===== config.mk =====
export PLATFORM = sky130hd
export DESIGN_NAME = instr_mem_loader
export DESIGN_NICKNAME = d
export VERILOG_FILES = /design/src/rtl/instr_mem_loader.sv
export SDC_FILE = /design/constraint.sdc
export NUM_CORES = 1
export LEC_CHECK = 0
export CORE_MARGIN = 5
export CORE_UTILIZATION = 55
export CTS_CLUSTER_DIAMETER = 120
export DETAILED_ROUTE_END_ITERATION = 8
export PLACE_DENSITY = 0.79
export SYNTH_ARGS = -nofsm -noshare
export SYNTH_HDL_FRONTEND = slang
export SYNTH_SLANG_ARGS = --single-unit

===== constraint.sdc =====
create_clock -name clk -period 2.9 [get_ports clk]
set_input_delay 0.435 -clock clk [delete_from_list [all_inputs] [get_ports clk]]
set_output_delay 0.435 -clock clk [all_outputs]
set_load 0.01 [all_outputs]

===== src/rtl/instr_mem_loader.sv =====
// Instruction-memory loader: takes a 16-bit little-endian word count followed by
// the program bytes, packs them into 32-bit words and writes them from 0x000 up.
module instr_mem_loader #(
   parameter int ADDR_W      = 12,
   parameter int DEPTH_WORDS = 1024,
   parameter int CNT_W       = 11
) (
   input  logic              clk,
   input  logic              rst,
   input  logic              start,
   input  logic              in_valid,
   input  logic [7:0]        in_data,
   output logic              in_ready,
   output logic              mem_we,
   output logic [ADDR_W-1:0] mem_addr,
   output logic [31:0]       mem_wdata,
   output logic              busy,
   output logic              cpu_hold,
   output logic              done,
   output logic              error,
   output logic [CNT_W-1:0]  words_loaded
);

   localparam int LEN_W = 16;

   typedef enum logic [2:0] {
      S_IDLE,
      S_LEN0,
      S_LEN1,
      S_BYTE,
      S_WRITE,
      S_DONE
   } state_t;

   state_t            state_q, state_d;
   logic [ADDR_W-1:0] ptr_q, ptr_d;
   logic [LEN_W-1:0]  len_q, len_d;
   logic [1:0]        idx_q, idx_d;
   logic [31:0]       word_q, word_d;
   logic              mem_we_q, mem_we_d;
   logic [ADDR_W-1:0] mem_addr_q, mem_addr_d;
   logic [31:0]       mem_wdata_q, mem_wdata_d;
   logic              busy_q, busy_d;
   logic              done_q, done_d;
   logic              error_q, error_d;
   logic [CNT_W-1:0]  words_q, words_d;

   logic              xfer;
   logic [LEN_W-1:0]  len_rx;
   logic [CNT_W-1:0]  words_inc;
   logic [31:0]       word_rx;

   // in_ready is the only output decoded straight from state.
   assign in_ready = (state_q == S_LEN0) || (state_q == S_LEN1) || (state_q == S_BYTE);
   assign xfer     = in_valid & in_ready;
   assign len_rx   = {in_data, len_q[7:0]};
   assign words_inc = words_q + CNT_W'(1);

   always_comb begin
      word_rx = word_q;
      word_rx[8*idx_q +: 8] = in_data;
   end

   always_comb begin
      state_d     = state_q;
      ptr_d       = ptr_q;
      len_d       = len_q;
      idx_d       = idx_q;
      word_d      = word_q;
      mem_we_d    = 1'b0;
      mem_addr_d  = mem_addr_q;
      mem_wdata_d = mem_wdata_q;
      busy_d      = busy_q;
      done_d      = done_q;
      error_d     = error_q;
      words_d     = words_q;

      case (state_q)
         S_IDLE: begin
            if (start) begin
               state_d = S_LEN0;
               busy_d  = 1'b1;
               done_d  = 1'b0;
               error_d = 1'b0;
               words_d = '0;
               ptr_d   = '0;
               len_d   = '0;
               idx_d   = '0;
            end
         end
         S_LEN0: begin
            if (xfer) begin
               len_d   = {len_q[15:8], in_data};
               state_d = S_LEN1;
            end
         end
         S_LEN1: begin
            if (xfer) begin
               len_d = len_rx;
               if (len_rx == '0) begin
                  state_d = S_DONE;
               end else if (len_rx > LEN_W'(DEPTH_WORDS)) begin
                  // Oversized loads are refused before any write so the pointer cannot wrap.
                  error_d = 1'b1;
                  busy_d  = 1'b0;
                  state_d = S_IDLE;
               end else begin
                  idx_d   = '0;
                  state_d = S_BYTE;
               end
            end
         end
         S_BYTE: begin
            if (xfer) begin
               word_d = word_rx;
               idx_d  = idx_q + 2'd1;
               if (idx_q == 2'd3) begin
                  mem_we_d    = 1'b1;
                  mem_addr_d  = ptr_q;
                  mem_wdata_d = word_rx;
                  state_d     = S_WRITE;
               end
            end
         end
         S_WRITE: begin
            ptr_d   = ptr_q + ADDR_W'(4);
            words_d = words_inc;
            if ({{(LEN_W-CNT_W){1'b0}}, words_inc} == len_q) state_d = S_DONE;
            else                                              state_d = S_BYTE;
         end
         S_DONE: begin
            done_d  = 1'b1;
            busy_d  = 1'b0;
            state_d = S_IDLE;
         end
         default: state_d = S_IDLE;
      endcase
   end

   always_ff @(posedge clk) begin
      if (!rst) begin
         state_q     <= S_IDLE;
         ptr_q       <= '0;
         len_q       <= '0;
         idx_q       <= '0;
         word_q      <= '0;
         mem_we_q    <= 1'b0;
         mem_addr_q  <= '0;
         mem_wdata_q <= '0;
         busy_q      <= 1'b0;
         done_q      <= 1'b0;
         error_q     <= 1'b0;
         words_q     <= '0;
      end else begin
         state_q     <= state_d;
         ptr_q       <= ptr_d;
         len_q       <= len_d;
         idx_q       <= idx_d;
         word_q      <= word_d;
         mem_we_q    <= mem_we_d;
         mem_addr_q  <= mem_addr_d;
         mem_wdata_q <= mem_wdata_d;
         busy_q      <= busy_d;
         done_q      <= done_d;
         error_q     <= error_d;
         words_q     <= words_d;
      end
   end

   assign mem_we       = mem_we_q;
   assign mem_addr     = mem_addr_q;
   assign mem_wdata    = mem_wdata_q;
   assign busy         = busy_q;
   assign cpu_hold     = busy_q;
   assign done         = done_q;
   assign error        = error_q;
   assign words_loaded = words_q;

endmodule

==> results of run 1 <==
## cell usage in the layout, fill, tap and decap left out, types with 10 or more instances in the layout
cell,instances
buf_4,20
dfxtp_1,120
inv_1,10
nand2_1,119
a21boi_1,29
clkdlybuf4s50_1,69
nor3_1,14
a21oi_1,48
nand3_1,29
nor2b_1,42
o211a_1,67
nor2_1,17
o21ai_0,15
clkbuf_16,16
## cell families after synthesis
kind of cell    synth area share [%]
compound gates                  25.2
xor+xnor                        1.68
fa+ha+maj                       1.74
buf+inv                         4.68
flops                           41.8
mux                            0.522
other cells                   0.0652
simple gates                    24.3
## per-layer routing
layer  wire length, um  track usage (%)
met2              7450             40.7
met5                 0                0
met1              6240             27.8
met3               822             6.90
met4               419             9.86
## where the power goes
group | internal [mW] | total (mW) | switching, mW | leakage (nW)
registers | 1.68 | 1.72 | 0.0410 | 0.968
clock network | 1.56 | 2.28 | 0.715 | 0.313
logic | 0.139 | 0.363 | 0.224 | 2.13
## critical path: cells and delay by family (launching register included)
kind	cells	cell delay, ps
flops	1	650
buf+inv	1	550
simple gates	2	320
## final timing paths
kind	cells after the start	from	slack, ps	to
max	3	state_q[0]$_SDFFE_PN0P_	440	in_ready
min	2	mem_addr[7]$_SDFFE_PN0P_	460	mem_addr[7]$_SDFFE_PN0P_
max reg2reg	7	words_loaded[0]$_SDFFE_PN0P_	470	state_q[2]$_SDFFE_PN0P_
min reg2reg	2	mem_addr[7]$_SDFFE_PN0P_	460	mem_addr[7]$_SDFFE_PN0P_
## final cells by class
type | count | area [um2]
Clock inverter | 8 | 168
Clock buffer | 22 | 473
Timing Repair Buffer | 92 | 886
Fill cell | 802 | 3050
Multi-Input combinational cell | 491 | 3080
Inverter | 11 | 41.3
Tap cell | 136 | 170
Sequential cell | 120 | 2400
## sequential cells by signal (all words and copies together), names as in the netlist
register,cells
len_q,16
ptr_q,10
mem_wdata,32
word_q,32
words_loaded,11
error,1
mem_addr,10
busy,1
state_q,3
idx_q,2
mem_we,1
done,1
==> impl_metrics.py, run 1 <==
metrics = {
    "outcome": {
        "status": "finished, final reports clean",
    },
    "die": {
        "dieArea_mm2": 0.0126,
        "ios": 73,
        "die_y_um": 112,
        "coreArea_mm2": 0.0103,
        "rows": 37,
        "initial_core_util_pct": 55.9,
        "die_w_um": 112,
    },
    "finish": {
        "drive_above_1_share_pct": 8.06,
        "instances_no_fill": 880,
        "diodes": 0,
        "postLayoutCoreUtil_pct": 70.3,
        "area_growth_pct": 25.7,
        "fin_nets": 753,
        "fin_area_mm2": 0.00722,
    },
    "drt": {
        "drt-total-wl_mm": 14.9,
        "dr.pass1.iters": 5,
        "drc_errors": 0,
        "routed-via-count": 5278,
        "ant_nets": 0,
        "drt-initial-drc-count": 458,
        "wl_per_cell_um": 17.0,
        "viasPerCell": 6.00,
    },
    "placed_design": {
        "placedCellCount": 850,
        "place_ws_ps": 457,
        "port_buffers": 70,
        "gp_congestion": 0.886,
        "dpl.hpwl_mm": 9.97,
        "dpl_cell_area_mm2": 0.00658,
    },
    "timing": {
        "rsz0062_at_grt": "false",
        "tightest_slew_ps": 807,
        "fin_crit_sh_pct": 84.9,
        "period_minus_slack_ps": 2460,
        "fin_ws_ps": 439,
        "finalHoldWorstSlack_ps": 455,
        "skew_ps": 6.24,
        "setup_viol_count_final": 0,
        "relSlewSlack_pct": 46.0,
        "slew_violations": 0,
        "setup-tns-final_ps": 0,
        "fmax_mhz": 406,
        "hold_viol_final": 0,
    },
    "worst_setup_path": {
        "cp.arrival_ps": 2030,
        "cpMostUsedCell": "nor2_1",
        "cp_cell_sequence": "nor2_1 -> nor2_1 -> clkdlybuf4s50_1",
        "worstPathRequired_ps": 2470,
        "critPathMaxStageDelay_ps": 650,
        "crit_fanout": 17,
        "cpMaxStageDelayCell": "dfxtp_1",
        "end_kind": "primary output",
        "critical_path_class": "reg2out",
        "crit_path_start_kind": "flop",
    },
    "cts": {
        "clk_path_buf_depth": 2,
        "clk_latency_ps": 520,
        "ctsHoldBuffers": 0,
        "cts_sinks": 120,
        "cts_buffers": 17,
        "cts_resized": 0,
        "cts-root-buf": "clkbuf_8",
        "htreeDepth": 4,
        "path_clk_slew_ps": 50,
        "cts_setup_buffers": 0,
        "cts_tree": "yes",
    },
    "global_route": {
        "grt_pass1_vias": 5157,
        "grt_overflow": 0,
        "grt_use_total_pct": 23.7,
        "antenna_found_initial": 0,
        "grt_max_degree": 75,
        "grt_pass1_wl_mm": 24.6,
    },
    "synth": {
        "netlist_instances": 674,
        "synth_top_cell_area_share_pct": 41.8,
        "synthArstFlopShare_pct": 0,
        "synth_most_common_cell": "dfxtp_1",
        "synthFlopType": "dfxtp_1",
        "ys_ff_latch": 120,
        "synth_edf_count": 0,
        "syn_area_mm2": 0.00575,
        "synth_top_cell_by_area": "dfxtp_1",
        "post_synth_num_cell_types": 58,
        "synth_area_per_cell_um2": 8.53,
        "yosys-top-cells-count": "dfxtp_1, nand2_1, o211a_1",
        "synth_warnings": 0,
        "yosysSeqAreaShare_pct": 41.8,
        "synthTopCellsByArea": "dfxtp_1, o211a_1, nand2_1, nor2b_1, a21oi_1",
    },
    "pwr": {
        "peakVddDrop_mv": 0.539,
        "finalPower_mw": 4.36,
        "power-per-cell-area_mw_per_mm2": 604,
        "power.leakage_nw": 3.41,
    },
    "job": {
        "drv_cap": 0,
    },
    "worst_hold_path": {
        "hold_path.class": "reg2reg",
    },
}
(Power assumes the default switching activity.)
==> inputs of run 2 (changes only) <==
- clock period: 2.9 -> 2.4 ns (I/O delays scaled with it)
==> impl_metrics.py, run 2 (same netlist as run 1, synthesis figures left out) <==
metrics = {
    "outcome": {
        "status": "finished, final reports clean",
    },
    "die": {
        "initial_core_util_pct": 55.9,
        "rows": 37,
        "die_y_um": 112,
        "ios": 73,
        "dieArea_mm2": 0.0126,
        "die_w_um": 112,
        "coreArea_mm2": 0.0103,
    },
    "job": {
        "drv_cap": 0,
    },
    "cts": {
        "htreeDepth": 4,
        "clk_latency_ps": 520,
        "cts_sinks": 120,
        "cts_tree": "yes",
        "path_clk_slew_ps": 60,
        "cts_buffers": 17,
        "ctsHoldBuffers": 0,
        "clk_path_buf_depth": 2,
        "cts-root-buf": "clkbuf_8",
        "cts_setup_buffers": 0,
    },
    "pwr": {
        "p_int_mw": 3.90,
        "combPwrFrac_pct": 9.0,
        "power-per-cell-area_mw_per_mm2": 703,
        "power.leakage_nw": 3.43,
        "finalPower_mw": 5.09,
        "switching_share_pct": 23.4,
        "p_sw_mw": 1.19,
        "power.share.clock_pct": 50.5,
        "peakVddDrop_mv": 0.550,
        "seqPwrFrac_pct": 40.6,
    },
    "global_route": {
        "grt_overflow": 0,
        "grt_pass1_wl_mm": 24.6,
        "grt_use_total_pct": 23.5,
        "grt_pass1_vias": 5135,
        "antenna_found_initial": 0,
        "grt_max_degree": 75,
    },
    "finish": {
        "layout_commonest_cell": "dfxtp_1",
        "postLayoutCoreUtil_pct": 70.4,
        "fin_nets": 763,
        "fin_area_mm2": 0.00723,
        "instances_no_fill": 889,
        "area_growth_pct": 25.9,
        "most-common-layout-cells": "dfxtp_1, nand2_1, clkdlybuf4s50_1, o211a_1, a21oi_1",
        "drive_above_1_share_pct": 9.16,
        "diodes": 0,
        "n_fill_cell": 801,
    },
    "placed_design": {
        "dpl.hpwl_mm": 9.92,
        "placedCellCount": 860,
        "gp_congestion": 0.871,
        "port_buffers": 70,
        "dpl_cell_area_mm2": 0.00665,
    },
    "worst_hold_path": {
        "hold_path.class": "in2reg",
        "min_delay_path_depth": 3,
    },
    "drt": {
        "wl_per_cell_um": 16.5,
        "viasPerCell": 5.85,
        "drt-total-wl_mm": 14.7,
        "ant_nets": 0,
        "drc_errors": 0,
        "routed-via-count": 5199,
        "dr.pass1.iters": 6,
        "drt-initial-drc-count": 446,
    },
    "worst_setup_path": {
        "crit_path_start_kind": "flop",
        "cp_top_family": "compound AO/OA/AOI/OAI gates",
        "critical_path_class": "reg2reg",
        "crit_fanout": 8,
        "path_buf_inv": 0,
        "reg2reg_depth": 7,
        "regToRegSetupSlack_ps": 180,
        "worst-path-stages": 7,
        "critPathMaxStageDelay_ps": 360,
        "cp_cell_sequence": "ha_2 -> or3b_1 -> a211o_1 -> a311oi_1 -> o2111ai_1 -> nor4_1 -> a41o_1",
        "cp.arrival_ps": 2680,
        "cpMaxStageDelayCell": "or3b_1",
        "end_kind": "flop",
        "worstPathRequired_ps": 2860,
    },
    "timing": {
        "fmax_mhz": 450,
        "relSlewSlack_pct": 28.1,
        "setup-tns-final_ps": 0,
        "rsz0062_at_grt": "false",
        "tightest_slew_ps": 1070,
        "skew_ps": 12.0,
        "fin_crit_sh_pct": 92.7,
        "hold_viol_final": 0,
        "setup_viol_count_final": 0,
        "period_minus_slack_ps": 2220,
        "slew_violations": 0,
    },
}
[run 2: cell types whose count changed in the layout (fill, tap and decap cells not counted), sizes merged]
cell	delta
buf	+10
clkbuf	-2
clkinv	+2
bufinv	-1
[run 2: power groups by stage]
stage	registers, mW	logic, mW	clock network (mW)
after floorplan	2.10	0.290	0
after global placement	2.10	0.436	0
after detailed placement	2.11	0.448	0
after CTS	2.06	0.452	2.59
after global routing	2.07	0.499	2.67
final	2.06	0.456	2.57
[run 2: repair_timing]
action / CTS / global route
setup endpoints to repair: 0 / 2
hold endpoints to repair: 0 / 0
gates resized for setup: 0 / 1
[run 2: area by class of cell]
class / instances / area [um2] / area share [%]
inverter: 11 / 41.3 / 0.571
tap: 136 / 170 / 2.35
clock buffer: 20 / 435 / 6.02
clock inverter: 9 / 151 / 2.09
multi-input combinational: 491 / 3090 / 42.6
sequential: 120 / 2400 / 33.2
timing repair buffer: 102 / 948 / 13.1
[run 2: worst register-to-register path, cell delays in order (launching register included)]
cell and delay, ps:
dfxtp_1 340, ha_2 250, or3b_1 360, a211o_1 310
a311oi_1 320, o2111ai_1 190, nor4_1 270, a41o_1 120
[run 2: metrics by stage]
step	hold slack [ps]	setup WS, ps
detailed placement	449	136
finish	231	176
global route	237	11.1
CTS	211	129
floorplan	430	216
global placement	437	192
[run 2: metal layers]
| layer | wire length [um] | global-route usage (%) | up-vias |
|---|---|---|---|
| met5 | 0 | 0 | - |
| met4 | 370 | 10.6 | 0 |
| met3 | 810 | 5.44 | 31 |
| met2 | 7280 | 40.0 | 175 |
| met1 | 6240 | 28.3 | 2461 |
| li1 | - | - | 2532 |
[run 2: path summary, 6_finish.rpt]
path	from	endpoint
worst max-delay path	words_loaded[1]$_SDFFE_PN0P_	state_q[2]$_SDFFE_PN0P_
worst min-delay path	rst	words_loaded[4]$_SDFFE_PN0P_
worst max register to register	words_loaded[1]$_SDFFE_PN0P_	state_q[2]$_SDFFE_PN0P_
worst min register to register	mem_addr[7]$_SDFFE_PN0P_	mem_addr[7]$_SDFFE_PN0P_
